==> src/rtl/btb_update_queue.sv <==
// Commit-side BTB update queue: filters retired branches that need a BTB write, merges
// repeats to the same PC, and drains one update per cycle. Updates are hints; overflow drops.
package btb_update_queue_pkg;
  typedef logic [1:0] btb_type_t;
endpackage

module btb_update_queue
  import btb_update_queue_pkg::*;
#(
  parameter int DEPTH = 4,
  parameter int CNT_W = 16
) (
  input  logic                       clk,
  input  logic                       reset_n,
  input  logic                       res_valid_i,
  input  logic [63:0]                res_pc_i,
  input  logic [63:0]                res_target_i,
  input  logic                       res_taken_i,
  input  btb_type_t                  res_type_i,
  input  logic                       res_pred_hit_i,
  input  logic [63:0]                res_pred_target_i,
  input  btb_type_t                  res_pred_type_i,
  input  logic                       drain_en_i,
  output logic                       update_en_o,
  output logic [63:0]                pc_u_o,
  output logic [63:0]                target_u_o,
  output logic                       taken_u_o,
  output btb_type_t                  type_u_o,
  output logic [$clog2(DEPTH):0]     q_count_o,
  output logic [CNT_W-1:0]           drop_cnt_o,
  output logic [CNT_W-1:0]           merge_cnt_o
);

  localparam int AW = $clog2(DEPTH);

  logic [DEPTH-1:0] vld_q, vld_d;
  logic [63:0]      pc_q  [DEPTH];
  logic [63:0]      pc_d  [DEPTH];
  logic [61:0]      tgt_q [DEPTH];
  logic [61:0]      tgt_d [DEPTH];
  btb_type_t        typ_q [DEPTH];
  btb_type_t        typ_d [DEPTH];
  logic [AW-1:0]    rd_ptr_q, rd_ptr_d, wr_ptr_q, wr_ptr_d;
  logic [AW:0]      count_q, count_d;
  logic [CNT_W-1:0] drop_q, drop_d, merge_q, merge_d;

  logic             need_s, deq_s, empty_s, full_s;
  logic             merge_s, push_s, drop_s;
  logic [DEPTH-1:0] match_s;
  logic [AW-1:0]    merge_idx_s;
  logic             unused_s;

  // A write is only worth queuing when the fetch-time prediction was wrong for a taken branch.
  function automatic logic need_update(input logic valid, input logic taken, input logic hit,
                                       input logic [61:0] pred_tgt, input logic [61:0] tgt,
                                       input btb_type_t pred_typ, input btb_type_t typ);
    need_update = valid & taken & (~hit | (pred_tgt != tgt) | (pred_typ != typ));
  endfunction

  function automatic logic [CNT_W-1:0] sat_inc(input logic [CNT_W-1:0] cnt, input logic en);
    if (en && (cnt != {CNT_W{1'b1}})) begin
      sat_inc = cnt + CNT_W'(1);
    end else begin
      sat_inc = cnt;
    end
  endfunction

  assign unused_s = ^{res_target_i[1:0], res_pred_target_i[1:0]};

  // Queue status and the merge/push/drop decision for this cycle.
  always_comb begin
    need_s = need_update(res_valid_i, res_taken_i, res_pred_hit_i, res_pred_target_i[63:2],
                         res_target_i[63:2], res_pred_type_i, res_type_i);
    empty_s     = (count_q == {(AW+1){1'b0}});
    full_s      = (count_q == (AW+1)'(DEPTH));
    deq_s       = ~empty_s & drain_en_i;
    match_s     = {DEPTH{1'b0}};
    merge_idx_s = {AW{1'b0}};
    // The head being written to the BTB this cycle must not absorb a newer update.
    for (int i = 0; i < DEPTH; i++) begin
      match_s[i]  = vld_q[i] & (pc_q[i] == res_pc_i) & ~(deq_s & (rd_ptr_q == AW'(i)));
      merge_idx_s = merge_idx_s | (match_s[i] ? AW'(i) : {AW{1'b0}});
    end
    merge_s = need_s & (|match_s);
    push_s  = need_s & ~merge_s & (~full_s | deq_s);
    drop_s  = need_s & ~merge_s & full_s & ~deq_s;
  end

  // Next-state for entries, pointers and counters.
  always_comb begin
    vld_d    = vld_q;
    pc_d     = pc_q;
    tgt_d    = tgt_q;
    typ_d    = typ_q;
    rd_ptr_d = rd_ptr_q;
    wr_ptr_d = wr_ptr_q;
    if (deq_s) begin
      vld_d[rd_ptr_q] = 1'b0;
      rd_ptr_d        = rd_ptr_q + AW'(1);
    end else begin
      rd_ptr_d = rd_ptr_q;
    end
    if (merge_s) begin
      tgt_d[merge_idx_s] = res_target_i[63:2];
      typ_d[merge_idx_s] = res_type_i;
    end else begin
      merge_idx_s_unused_hold();
    end
    // On full+deq the write slot equals the popping head, so the push overrides the clear above.
    if (push_s) begin
      vld_d[wr_ptr_q] = 1'b1;
      pc_d[wr_ptr_q]  = res_pc_i;
      tgt_d[wr_ptr_q] = res_target_i[63:2];
      typ_d[wr_ptr_q] = res_type_i;
      wr_ptr_d        = wr_ptr_q + AW'(1);
    end else begin
      wr_ptr_d = wr_ptr_q;
    end
    count_d = count_q + (AW+1)'(push_s) - (AW+1)'(deq_s);
    drop_d  = sat_inc(drop_q, drop_s);
    merge_d = sat_inc(merge_q, merge_s);
  end

  function automatic void merge_idx_s_unused_hold();
  endfunction

  // State registers.
  always_ff @(posedge clk or negedge reset_n) begin
    if (!reset_n) begin
      vld_q    <= {DEPTH{1'b0}};
      rd_ptr_q <= {AW{1'b0}};
      wr_ptr_q <= {AW{1'b0}};
      count_q  <= {(AW+1){1'b0}};
      drop_q   <= {CNT_W{1'b0}};
      merge_q  <= {CNT_W{1'b0}};
      for (int i = 0; i < DEPTH; i++) begin
        pc_q[i]  <= 64'd0;
        tgt_q[i] <= 62'd0;
        typ_q[i] <= 2'd0;
      end
    end else begin
      vld_q    <= vld_d;
      rd_ptr_q <= rd_ptr_d;
      wr_ptr_q <= wr_ptr_d;
      count_q  <= count_d;
      drop_q   <= drop_d;
      merge_q  <= merge_d;
      pc_q     <= pc_d;
      tgt_q    <= tgt_d;
      typ_q    <= typ_d;
    end
  end

  // BTB write port: head entry gated by the dequeue strobe, zero otherwise.
  always_comb begin
    update_en_o = deq_s;
    taken_u_o   = deq_s;
    if (deq_s) begin
      pc_u_o     = pc_q[rd_ptr_q];
      target_u_o = {tgt_q[rd_ptr_q], 2'b00};
      type_u_o   = typ_q[rd_ptr_q];
    end else begin
      pc_u_o     = 64'd0;
      target_u_o = 64'd0;
      type_u_o   = 2'd0;
    end
    q_count_o   = count_q;
    drop_cnt_o  = drop_q;
    merge_cnt_o = merge_q;
  end

endmodule

==> config.mk <==
export PLATFORM = sky130hd
export DESIGN_NAME = btb_update_queue
export DESIGN_NICKNAME = d
export VERILOG_FILES = /design/src/rtl/btb_update_queue.sv
export SDC_FILE = /design/constraint.sdc
export NUM_CORES = 1
export LEC_CHECK = 0
export ABC_AREA = 1
export CAP_MARGIN = 30
export CORE_MARGIN = 4
export CORE_UTILIZATION = 40
export CTS_CLUSTER_DIAMETER = 40
export CTS_CLUSTER_SIZE = 8
export DETAILED_ROUTE_END_ITERATION = 12
export PLACE_DENSITY = 0.56
export SLEW_MARGIN = 30
export SYNTH_ARGS = -nofsm -noshare
export SYNTH_HDL_FRONTEND = slang
export SYNTH_SLANG_ARGS = --single-unit
export TNS_END_PERCENT = 50
==> constraint.sdc <==
create_clock -name clk -period 6.75 [get_ports clk]
set_input_delay 1.0125 -clock clk [delete_from_list [all_inputs] [get_ports clk]]
set_output_delay 1.0125 -clock clk [all_outputs]
set_load 0.03 [all_outputs]
# Word-level counts from Yosys, hierarchy flattened
# Index checks and enable logic that the tools add are counted.
# classes
add_sub_neg	6
multipliers	0
div_mod_pow	0
magnitude_cmp	9
n_eq_ne	12
n_shift	0
n_mux	40
bitwise_logic	40
n_reduce_logical	9
# ops
cell	n
bitwise mux 248 bit	2
2-to-1 mux 248 bit	2
2-to-1 mux 64 bit	5
bitwise mux 256 bit	1
== test 64 bit	4
demux 62 bit (select 2 bit)	2
2-to-1 mux 62 bit	4
binary-select mux 64 bit (select 2 bit)	1
demux 64 bit (select 2 bit)	1
binary-select mux 62 bit (select 2 bit)	1
!= test 62 bit	1
adder 16 x 1 -> 16 bit, second input constant	2
!= test 16 bit, second input constant	2
bitwise AND 1 bit	20
bitwise mux 8 bit	2
2-to-1 mux 8 bit	2
2-to-1 mux 2 bit	7
>= comparator 3 bit, second input constant	3
NOT 1 bit	9
NOT 2 -> 3 bit	3
demux 2 bit (select 2 bit)	2
2-to-1 mux 4 bit	2
logical AND 1 bit	6
< comparator 2 x 3 -> 1 bit, second input constant	2
other kinds (21)	30
# word_totals
reg_bits	555
latch_bits	0
ram_bits	0
rom_bits	0
memories	0

# Longest topological paths before layout
# logic_depth
depth_word	18
ltp_mapped	23
depth_no_buf	22

# Worst setup path after synthesis
# Ideal clock, no wire load.
# synth_timing
path_kind	reg-to-reg
startpoint	register rd_ptr_q[0]
endpoint	register count_q[2], in the netlist q_count_o[2]
t_arrival_ps	3643
required_ps	6621
slack_ps	2978
path_stages_with_launch	24
path_buffers	3
period_less_slack_ps	3772
path_cell_list	dfrtp_1 > clkinv_1 > clkbuf_1 > clkbuf_1 > buf_1 > ha_1 > nand2_1 > nand2_1 > inv_1 > nand3_1 > nor2_1 > nand2_2 > nand2_2 > nor2_8 > nand2_1 > nor2_1 > inv_1 > ha_1 > inv_1 > ha_1 > inv_1 > fa_1 > xnor2_1 > xor2_1
# synth_between
elab_chain_len	11
word_cells_on_any_way	23
classes_between	add/sub (2); eq/ne (3); bitwise (16); reduce/logical (2)
# synth_rtl
item	line_no	text
start: declaration	43	logic [AW-1:0] rd_ptr_q, rd_ptr_d, wr_ptr_q, wr_ptr_d;
start signal: assignment	131	rd_ptr_q <= {AW{1'b0}};
start signal: assignment	143	rd_ptr_q <= rd_ptr_d;
== test 2 x 1 -> 1 bit (tied with other cells)	81	match_s[i] = vld_q[i] & (pc_q[i] == res_pc_i) & ~(deq_s & (rd_ptr_q == AW'(i)));
bitwise AND 1 bit	81	
NOT 1 bit	81	
bitwise AND 1 bit	81	
OR reduction 4 bit *	84	merge_s = need_s & (|match_s);
bitwise AND 1 bit *	84	
NOT 1 bit *	85	push_s = need_s & ~merge_s & (~full_s | deq_s);
bitwise AND 1 bit * (2 in series)	85	
adder 3 x 1 -> 3 bit *	119	count_d = count_q + (AW+1)'(push_s) - (AW+1)'(deq_s);
subtractor 3 x 1 -> 3 bit *	119	
via count_d[2]	44	logic [AW:0] count_q, count_d;
end signal: assignment	133	count_q <= {(AW+1){1'b0}};
end signal: assignment	145	count_q <= count_d;
end: declaration	44	
# The timed path passes the listed nets; every way through them passes the cells marked *.
# A chain may end at the register's enable or synchronous reset.

# Worst setup path in the final report
# layout_timing
startpoint	register rd_ptr_q[1]
endpoint	output pc_u_o[52]
# layout_between
elab_chain_len	5
# layout_rtl
item	line_no	text
NOT 2 -> 3 bit (not written as such)	159	pc_u_o = pc_q[rd_ptr_q];
binary-select mux 64 bit (select 2 bit)	159	
2-to-1 mux 64 bit (not written as such) (2 in series)	159	
2-to-1 mux 64 bit	158	if (deq_s) begin
end: declaration	25	output logic [63:0] pc_u_o,
# No other way between the ends. The select of a mux whose other input is x is not followed.

==> reports/results.tsv <==
metric	value	unit
CP required	5.74	ns
Cell variety after synth	37	
Post-synth EDFFs	0	
Via Count	32430	
FP Rows	104	
Max VDD drop	300.9	uV
Placer Congestion	1.008	
Die X-Extent	293.6	um
per-cell routed wire length	20.93	um
P&R area growth vs syn	24.13	%
Synth Area per Inst	6.846	sq um
Tightest Pin Transition	1.016	ns
core area	80680	sq um
final worst-path cycle share	0.7513	
Setup Buffers After CTS	0	
Hold Worst Slack	0.3943	ns
overall power	0.02027	W
post-synthesis async set-or-reset flop share	1.000	
Num Clock Sinks	555	
CTS max path bufs	3	
fin crit period	5.071	ns
sequential area share after synthesis	0.4258	
Vias/cell	5.270	
first-pass GRT wire length	193800	um
Main synth FF type	dfrtp_1	
largest net degree at the start of global routing	194	
root buffer selected by CTS	clkbuf_16	
DRT antenna net count	0	
initial antenna violation count	3	
Initial Util	0.4043	
Final Hold Viols	0	
DRT iter0 DRCs	3032	
critical path capture point type	output pin	
clk_skew	0.03099	ns
FF-to-FF setup slack	2.22	ns
H-tree levels	3	
Max-cap violations	0	
Hold Crit Class	in2async	
Max Clk Rate	0.1972	GHz
vias in the first global route	30350	
DRC violation count after routing	0	
CP max FO	48	
# setup viols final	0	
RSZ-0062 raised after global routing	false	
DR pass1 iterations	6	
Worst-path clk slew	0.05	ns
setup TNS	0	ns
number of cells upsized or downsized after cts	0	
full die area	86180	sq um
Slew Viols, Final	0	
fin util	0.5019	
list of most frequent post-synthesis cells	1,580 x nand2_1, 747 x nor2_1, 555 x dfrtp_1, 330 x o21ai_0, 302 x nand3_1	
FF+latch count, synth	555	
CTS tree	done	
status	completed	
fin nets	5222	
CP Class	reg2out	
clk_lat worst skew	0.67	ns
RR Startpoint	rd_ptr_q[1]$_DFFE_PN0P_	
most frequent cell after synthesis	nand2_1	
CP Launch Point	rd_ptr_q[1]$_DFFE_PN0P_	
leak pwr	19.52	nW
Hold Buf Count CTS	0	
Routed WL	128800	um
cts bufs inserted	107	
worst rel slew slack	0.3226	
top cells by area, synth	dfrtp_1 43%, nand2_1 18%, nor2_1 8.6%, o21ai_0 5.1%, nand3_1 4.6%	
Synth top area share	0.4258	
share of cells above drive strength 1	0.05558	
gr usage total	0.2914	
Synth area leader	dfrtp_1	
I/O pins	369	
Post-Syn Instances	4765	
dpl hpwl	84760	um
synthesis warning total	0	
Die Y	293.6	um
port bufs	362	
Data arrival, critical path	4.06	ns
gr ovfl total	0	
Post-Syn Area	32620	sq um
Startpoint Class	flip-flop	
Power Density	500.6	nW/um^2
-- layer usage --
layer,GRT usage,share of wire
met5,0,0.00017
met4,0.09633,0.036
met3,0.04536,0.073
met2,0.4766,0.47
met1,0.3979,0.42
-- sequential cells by signal (all words and copies together), names as in the netlist --
register and cells:
pc_q 256, merge_cnt_o 16, vld_q 4, rd_ptr_q 2, drop_cnt_o 16, typ_q 8, q_count_o 3, tgt_q 248
wr_ptr_q 2
-- power breakdown --
part / internal [W] / switching (W) / total [W]
Clock: 0.00351 / 0.00186 / 0.00537
Combinational: 0.00297 / 0.00589 / 0.00886
Sequential: 0.00486 / 0.00117 / 0.00604
Total: 0.0113 / 0.00892 / 0.0203
-- cell families (layout without fill, tap and decap cells) --
logic type | after synthesis | after routing | share of synthesized area
AOI/OAI and AO/OA | 727 | 727 | 0.1136
other | 1 | 3 | 0.0001150
adders and majority gates | 13 | 13 | 0.005216
DFF | 555 | 555 | 0.4258
and+or+nand+nor | 2723 | 2723 | 0.3336
buffers and inverters | 568 | 894 | 0.07395
xor gates and xnor gates | 178 | 178 | 0.04779
-- cell usage in the layout (no fill, tap or decap), types with 11 or more instances in the layout --
cell             count
o21ai_0            330
nand2_1           1580
dfrtp_1            553
inv_2               43
clkbuf_1            16
clkdlybuf4s50_1    361
nand3_1            301
ha_1                12
buf_12              12
inv_1              253
xnor2_1             40
nand4_1             45
clkbuf_8            17
a21oi_1            193
buf_4               20
o21ai_1            177
clkinv_2            24
o211ai_1            26
clkinvlp_4          11
clkbuf_16          109
xor2_1             138
nor2_1             747
-- critical path, cell delays in order (launching register included) --
cell	delay (ns)
dfrtp_4	0.71
buf_4	0.55
buf_4	0.66
o211ai_1	0.18
a21oi_1	0.43
clkdlybuf4s50_1	0.76
-- final cells by class --
type / count / area (sq um)
fill: 8097 / 40190
clock buffer: 142 / 3022
timing repair buffer: 398 / 4113
clock inverter: 52 / 623.1
sequential: 555 / 13900
antenna: 1 / 2.502
inverter: 302 / 1141
tap: 1060 / 1326
multi-input combinational: 3643 / 16370
-- path summary, 6_finish.rpt --
path	endpoint	depth (start not counted)
setup / recovery	pc_u_o[52]	5
hold / removal	pc_q[224]$_DFFE_PN0P_	1
setup reg to reg	tgt_q[55]$_DFF_PN0_	15
hold reg to reg	tgt_q[20]$_DFF_PN0_	2
max in group asynchronous	merge_cnt_o[7]$_DFFE_PN0P_	3
min in group clk	tgt_q[20]$_DFF_PN0_	2
-- stage by stage --
stage	cell area [sq um]	cells	setup slack [ns]
final	40490	6153	1.679
after global routing	40490	6152	1.592
after CTS	40380	6148	1.637
after detailed placement	36740	5954	1.624
after global placement	36740	5954	1.641
after floorplan	32620	4766	2.978
Note: power is estimated with default switching activity, not from simulation.
